--- src/rtl/add_share_arb_pkg.sv ---
// add_share_arb_pkg
// Shared constants and types for the shared-adder arbiter.
//   ADD_W      : width of the shared Brent-Kung adder operands
//   FIFO_DEPTH : number of buffered results
//   RES_ID_W   : stored requester-id width (enough for up to 8 requesters)
//   res_t      : one buffered result {sum, id}
package add_share_arb_pkg;

  localparam int ADD_W      = 12;
  localparam int FIFO_DEPTH = 2;
  localparam int RES_ID_W   = 3;

  typedef struct packed {
    logic [ADD_W:0]    sum;  // MSB is the carry-out
    logic [RES_ID_W-1:0] id;
  } res_t;

endpackage

--- src/rtl/add_share_arb_brentkung.sv ---
// BrentKung
// 12-bit Brent-Kung parallel-prefix adder, carry-in fixed at zero.
// Ports:
//   ab  in  2*ADD_W  interleaved operands: bit 2k = a[k], bit 2k+1 = b[k]
//   sum out ADD_W+1  a + b, MSB is carry-out
module BrentKung
  import add_share_arb_pkg::*;
(
  input  logic [2*ADD_W-1:0] ab,
  output logic [ADD_W:0]     sum
);

  localparam int LEVELS = $clog2(ADD_W);

  logic [ADD_W-1:0] g0;
  logic [ADD_W-1:0] p0;
  logic [ADD_W-1:0] g_w;
  logic [ADD_W-1:0] p_w;
  logic [ADD_W-1:0] g_pre;
  logic [ADD_W:0]   carry;

  generate
    for (genvar gi = 0; gi < ADD_W; gi++) begin : gen_pg
      assign g0[gi] = ab[2*gi] & ab[2*gi+1];
      assign p0[gi] = ab[2*gi] ^ ab[2*gi+1];
    end
  endgenerate

  // Prefix tree, updated in place. Nodes at or above ADD_W are simply
  // absent; every node below ADD_W only ever depends on lower nodes.
  always_comb begin
    g_w = g0;
    p_w = p0;
    // Up-sweep: node i (i+1 a multiple of 2^(l+1)) absorbs node i-2^l.
    for (int l = 0; l < LEVELS; l++) begin
      for (int i = 0; i < ADD_W; i++) begin
        if (((i + 1) % (2 << l)) == 0) begin
          g_w[i] = g_w[i] | (p_w[i] & g_w[i - (1 << l)]);
          p_w[i] = p_w[i] & p_w[i - (1 << l)];
        end
      end
    end
    // Down-sweep: fill in the remaining prefixes from the completed ones.
    for (int l = LEVELS - 2; l >= 0; l--) begin
      for (int i = 0; i < ADD_W; i++) begin
        if ((((i + 1) % (2 << l)) == (1 << l)) && (i >= 3 * (1 << l) - 1)) begin
          g_w[i] = g_w[i] | (p_w[i] & g_w[i - (1 << l)]);
          p_w[i] = p_w[i] & p_w[i - (1 << l)];
        end
      end
    end
    g_pre = g_w;
  end

  assign carry = {g_pre, 1'b0};

  generate
    for (genvar gi = 0; gi < ADD_W; gi++) begin : gen_sum
      assign sum[gi] = p0[gi] ^ carry[gi];
    end
  endgenerate

  assign sum[ADD_W] = carry[ADD_W];

endmodule

--- src/rtl/add_share_arb.sv ---
// add_share_arb
// N_REQ requesters share one Brent-Kung adder through a round-robin
// arbiter; results queue in a 2-entry FIFO tagged with the requester id.
// Ports:
//   clk, rst          clock, asynchronous active-high reset
//   req_valid/ready   per-requester handshake (ready is one-hot or zero)
//   req_a, req_b      packed operands, requester i at [i*W +: W]
//   res_valid/ready   result FIFO head handshake
//   res_sum, res_id   head sum (MSB carry-out) and producing requester
//   op_cnt            accepted-request counter, wraps at 16 bits
module add_share_arb
  import add_share_arb_pkg::*;
#(
  parameter int N_REQ = 4,
  parameter int W     = 12,   // must equal ADD_W
  parameter int ID_W  = 2     // $clog2(N_REQ)
) (
  input  logic               clk,
  input  logic               rst,
  input  logic [N_REQ-1:0]   req_valid,
  input  logic [N_REQ*W-1:0] req_a,
  input  logic [N_REQ*W-1:0] req_b,
  output logic [N_REQ-1:0]   req_ready,
  output logic               res_valid,
  output logic [W:0]         res_sum,
  output logic [ID_W-1:0]    res_id,
  input  logic               res_ready,
  output logic [15:0]        op_cnt
);

  localparam int PTR_W = $clog2(FIFO_DEPTH);
  localparam int CNT_W = $clog2(FIFO_DEPTH + 1);
  localparam logic [CNT_W-1:0] FULL_CNT = CNT_W'(FIFO_DEPTH);

  logic [ID_W-1:0]  rr_ptr_reg;
  logic [ID_W-1:0]  rr_ptr_next;
  logic [CNT_W-1:0] count_reg;
  logic [CNT_W-1:0] count_next;
  logic [PTR_W-1:0] wr_ptr_reg;
  logic [PTR_W-1:0] rd_ptr_reg;
  res_t             mem_reg [FIFO_DEPTH];
  logic [15:0]      op_cnt_reg;

  logic             grant_found;
  logic [ID_W-1:0]  grant_idx;
  logic             full;
  logic             pop;
  logic             grant;
  logic [W-1:0]     grant_a;
  logic [W-1:0]     grant_b;
  logic [2*W-1:0]   add_in;
  logic [W:0]       add_sum;
  res_t             head;

  // Round-robin search: first valid requester at or after rr_ptr.
  always_comb begin
    grant_found = 1'b0;
    grant_idx   = '0;
    for (int k = 0; k < N_REQ; k++) begin
      if (!grant_found && req_valid[(int'(rr_ptr_reg) + k) % N_REQ]) begin
        grant_found = 1'b1;
        grant_idx   = ID_W'((int'(rr_ptr_reg) + k) % N_REQ);
      end
    end
  end

  assign res_valid = (count_reg != '0);
  assign full      = (count_reg == FULL_CNT);
  assign pop       = res_valid & res_ready;
  // A full FIFO still accepts when the head leaves in the same cycle.
  // Gating with rst keeps every ready low during reset.
  assign grant     = grant_found & (~full | pop) & ~rst;

  generate
    for (genvar gi = 0; gi < N_REQ; gi++) begin : gen_ready
      assign req_ready[gi] = grant & (grant_idx == ID_W'(gi));
    end
  endgenerate

  assign grant_a = req_a[int'(grant_idx)*W +: W];
  assign grant_b = req_b[int'(grant_idx)*W +: W];

  generate
    for (genvar gi = 0; gi < W; gi++) begin : gen_interleave
      assign add_in[2*gi]   = grant_a[gi];
      assign add_in[2*gi+1] = grant_b[gi];
    end
  endgenerate

  BrentKung u_adder (
    .ab  (add_in),
    .sum (add_sum)
  );

  assign rr_ptr_next = (grant_idx == ID_W'(N_REQ - 1)) ? '0 : grant_idx + 1'b1;

  always_comb begin
    count_next = count_reg;
    case ({grant, pop})
      2'b10:   count_next = count_reg + 1'b1;
      2'b01:   count_next = count_reg - 1'b1;
      default: count_next = count_reg;
    endcase
  end

  always_ff @(posedge clk or posedge rst) begin
    if (rst) begin
      rr_ptr_reg <= '0;
      count_reg  <= '0;
      wr_ptr_reg <= '0;
      rd_ptr_reg <= '0;
      op_cnt_reg <= '0;
      for (int e = 0; e < FIFO_DEPTH; e++) begin
        mem_reg[e] <= '0;
      end
    end else begin
      if (grant) begin
        // When full, wr_ptr equals rd_ptr: the new entry lands in the slot
        // being popped this cycle, so order is preserved.
        mem_reg[wr_ptr_reg] <= '{sum: add_sum, id: RES_ID_W'(grant_idx)};
        wr_ptr_reg          <= wr_ptr_reg + 1'b1;
        rr_ptr_reg          <= rr_ptr_next;
        op_cnt_reg          <= op_cnt_reg + 16'd1;
      end
      if (pop) begin
        rd_ptr_reg <= rd_ptr_reg + 1'b1;
      end
      count_reg <= count_next;
    end
  end

  assign head    = mem_reg[rd_ptr_reg];
  assign res_sum = head.sum;
  assign res_id  = head.id[ID_W-1:0];
  assign op_cnt  = op_cnt_reg;

endmodule

--- config.mk ---
export PLATFORM = sky130hd
export DESIGN_NAME = add_share_arb
export DESIGN_NICKNAME = d
export VERILOG_FILES = /design/src/rtl/add_share_arb_pkg.sv /design/src/rtl/add_share_arb_brentkung.sv /design/src/rtl/add_share_arb.sv
export SDC_FILE = /design/constraint.sdc
export NUM_CORES = 1
export LEC_CHECK = 0
export ABC_CLOCK_PERIOD_IN_PS = 5350
export CAP_MARGIN = 30
export CORE_ASPECT_RATIO = 1.1
export CORE_MARGIN = 2
export CORE_UTILIZATION = 45
export DETAILED_ROUTE_END_ITERATION = 10
export MAX_ROUTING_LAYER = met4
export PLACE_DENSITY_LB_ADDON = 0.1
export SETUP_SLACK_MARGIN = 0.15
export SYNTH_ARGS = -nofsm -noshare
export SYNTH_HDL_FRONTEND = slang
export SYNTH_SLANG_ARGS = --single-unit
export TNS_END_PERCENT = 30
--- constraint.sdc ---
create_clock -name clk -period 5.35 [get_ports clk]
set_input_delay 0.8025 -clock clk [delete_from_list [all_inputs] [get_ports clk]]
set_output_delay 0.8025 -clock clk [all_outputs]
set_load 0.02 [all_outputs]
==> metrics.csv <==
stage;metric;value;unit
cells_and_area;final_util;66.3;%
sta;rsz0062_at_grt;false;
detailed_routing;drc;0;
yosys;async_flop_share;100;%
cells_and_area;num-fill-cells;622;
floorplanning;dieWidth;89.8;um
sta;max_freq;0.225;GHz
worst_setup_path;critical_path_required;5.51;ns
clock_network;htreeDepth;2;
grt;grt_pass1_vias;2947;
clock_network;cts_root_buffer;clkbuf_8;
detailed_routing;wl_per_cell;13.9;um
grt;grt_max_degree;44;
sta;tightest_slew;0.905;ns
detailed_routing;routed.top_layer;met4;
grt;antenna_found_initial;0;
sta;hold_viol;0;
pwr;p_leak;2.33;nW
cells_and_area;final_cell_area;0.00522;mm^2
worst_setup_path;path_max_fanout;32;
cells_and_area;largest_reg_flops;30;
pwr;fin_total_pwr;2.55;mW
clock_network;clk_path_buf_depth;2;
clock_network;holdBufCountCts;0;
yosys;synth_largest_area_cell;dfrtp_1;
sta;period_minus_slack;4.44;ns
detailed_routing;ant_nets;0;
worst_setup_path;crit_arrival;4.60;ns
detailed_routing;via_per_inst;5.03;
cells_and_area;final_cell_mix;clkdlybuf4s50_1, mux2i_1, dfrtp_1, nand2_1, mux2_2;
floorplanning;die_y;98.3;um
grt;grt_pass1_wl;14.0;mm
cells_and_area;drive_above_1_share;10.3;%
clock_network;post_cts_resized;0;
floorplanning;boundaryPins;139;
worst_setup_path;cp-end-kind;flip-flop;
cells_and_area;diodes;0;
yosys;syn_nets;471;
sta;finalSetupViolCount;0;
pwr;p_per_area;488;mW/mm^2
yosys;ys_seq_area_share;35.7;%
floorplanning;die_area;0.00883;mm^2
yosys;synth_seq_cells;52;
detailed_routing;num_vias;2936;
cells_and_area;nets;601;
clock_network;clk-insertion-delay-late;0.30;ns
yosys;yosys_warnings;0;
clock_network;cts_buffers;5;
run_status;status;finished, final reports clean;
yosys;synth.area.top_cells;dfrtp_1, mux2i_1, mux2_2, ha_1, nand2_1;
grt;grt.overflow.total;0;
grt;grt_usage;19.9;%
yosys;synth_edf_count;0;
floorplanning;core;0.00787;mm^2
floorplanning;initial_utilization;46.3;%
sta;tns;0;ns
detailed_routing;wl_met2;4.11;mm
detailed_routing;drt-total-wl;8.13;mm
worst_setup_path;worstSetupPathType;primary input to flip-flop;
sta;slew_headroom;39.7;%
cells_and_area;mostFrequentLayoutCell;clkdlybuf4s50_1;
yosys;syn-mean-instance-area;10.6;um^2
yosys;synth_top_area_share;35.7;%
worst_setup_path;cp-start-kind;primary input;
job;maxCapViolCount;0;
cells_and_area;syn2layout_area_growth;43.3;%
detailed_routing;met3_length;428;um
place;globalplace.congestion;0.834;
clock_network;cts_tree;built;
sta;final_max_slew_viol_count;0;
hold_path;min_path_type;flip-flop to flip-flop;
sta;skew;0.00984;ns
detailed_routing;wl_met1;3.48;mm
yosys;synth.distinct_cells;37;
sta;period_share;83.1;%
clock_network;clk_pin_slew;0.09;ns
clock_network;cts_sinks;52;
place;place_area;0.00512;mm^2
detailed_routing;drt_first_pass_iters;4;
detailed_routing;drtIter0Drc;91;
yosys;syn_inst;345;
yosys;ys.flop_type;dfrtp_1;
place;port_buffers;138;
yosys;syn_area;0.00364;mm^2
place;dpl.hpwl;6.67;mm
floorplanning;rows;34;
clock_network;cts_setup_buffers;0;
pwr;vdd_drop_max;161;uV
-- worst paths after layout --
path / startpoint / end / slack [ns] / depth (start not counted)
worst max-delay path: req_valid[0] / mem_reg[30]$_DFFE_PP0P_ / 0.91 / 16
worst min-delay path: op_cnt[15]$_DFFE_PP0P_ / op_cnt[15]$_DFFE_PP0P_ / 0.48 / 1
worst max register to register: rr_ptr_reg[1]$_DFFE_PP0P_ / mem_reg[30]$_DFFE_PP0P_ / 1.41 / 15
worst min register to register: op_cnt[15]$_DFFE_PP0P_ / op_cnt[15]$_DFFE_PP0P_ / 0.48 / 1
max in group asynchronous: rst / mem_reg[1]$_DFFE_PP0P_ / 3.89 / 3
min in group asynchronous: rst / mem_reg[5]$_DFFE_PP0P_ / 0.93 / 2
-- final cells by class --
| class | count | area [um^2] | area share (%) |
|---|---|---|---|
| multi-input combinational | 264 | 2210 | 42.4 |
| timing repair buffer | 142 | 1440 | 27.5 |
| sequential | 52 | 1300 | 24.9 |
| tap | 108 | 135 | 2.59 |
| clock buffer | 7 | 86.3 | 1.65 |
| inverter | 10 | 37.5 | 0.719 |
| clock inverter | 1 | 7.51 | 0.144 |
-- where the power goes --
part	switching (mW)	internal (mW)	total (mW)
clock	0.125	0.105	0.231
combinational	0.804	0.830	1.63
sequential	0.125	0.556	0.681
-- synthesized netlist by cell type (3+ instances only) --
cell type   n
a21o_1      3
a21oi_1     6
and2_1      5
buf_2       8
clkbuf_1    8
dfrtp_1    52
fa_1        6
ha_1       17
inv_1      10
mux2_2     32
mux2i_1    70
nand2_1    39
nand3_1     3
nand4_1     5
nor2_1     10
nor3_1      3
o21ai_0    22
xnor2_1    13
xor2_1     12
-- stage by stage --
stage / setup WS (ns) / cells / hold WS (ns)
final: 0.906 / 584 / 0.478
after global routing: 0.571 / 584 / 0.511
after CTS: 0.892 / 584 / 0.481
after detailed placement: 0.567 / 576 / 0.464
after global placement: 0.693 / 575 / 0.454
after floorplan: 1.21 / 345 / 0.440
-- cell families after synthesis --
family          synth area share (%)
buf+inv                         3.47
mux                             29.1
xor+xnor                        6.01
fa+ha+maj                       9.14
flops                           35.7
simple gates                    9.07
compound gates                  7.42
-- metal layers --
layer	up-vias	track usage, %
met1	1365	25.2
li1	1462	-
met5	-	-
met3	7	2.93
met4	0	5.33
met2	102	33.7
-- worst max-delay path: stages --
cell	delay, ns
clkdlybuf4s50_1	0.44
nor2b_1	0.16
a21oi_1	0.12
nor2_1	0.08
a211oi_4	0.42
buf_4	0.50
mux2i_1	0.16
ha_1	0.29
nor2b_1	0.17
o2111ai_1	0.15
a21bo_2	0.26
o21ai_0	0.26
a31oi_1	0.15
fa_1	0.39
xor2_1	0.16
o21ai_0	0.09
Note: power is estimated with default switching activity, not from simulation.
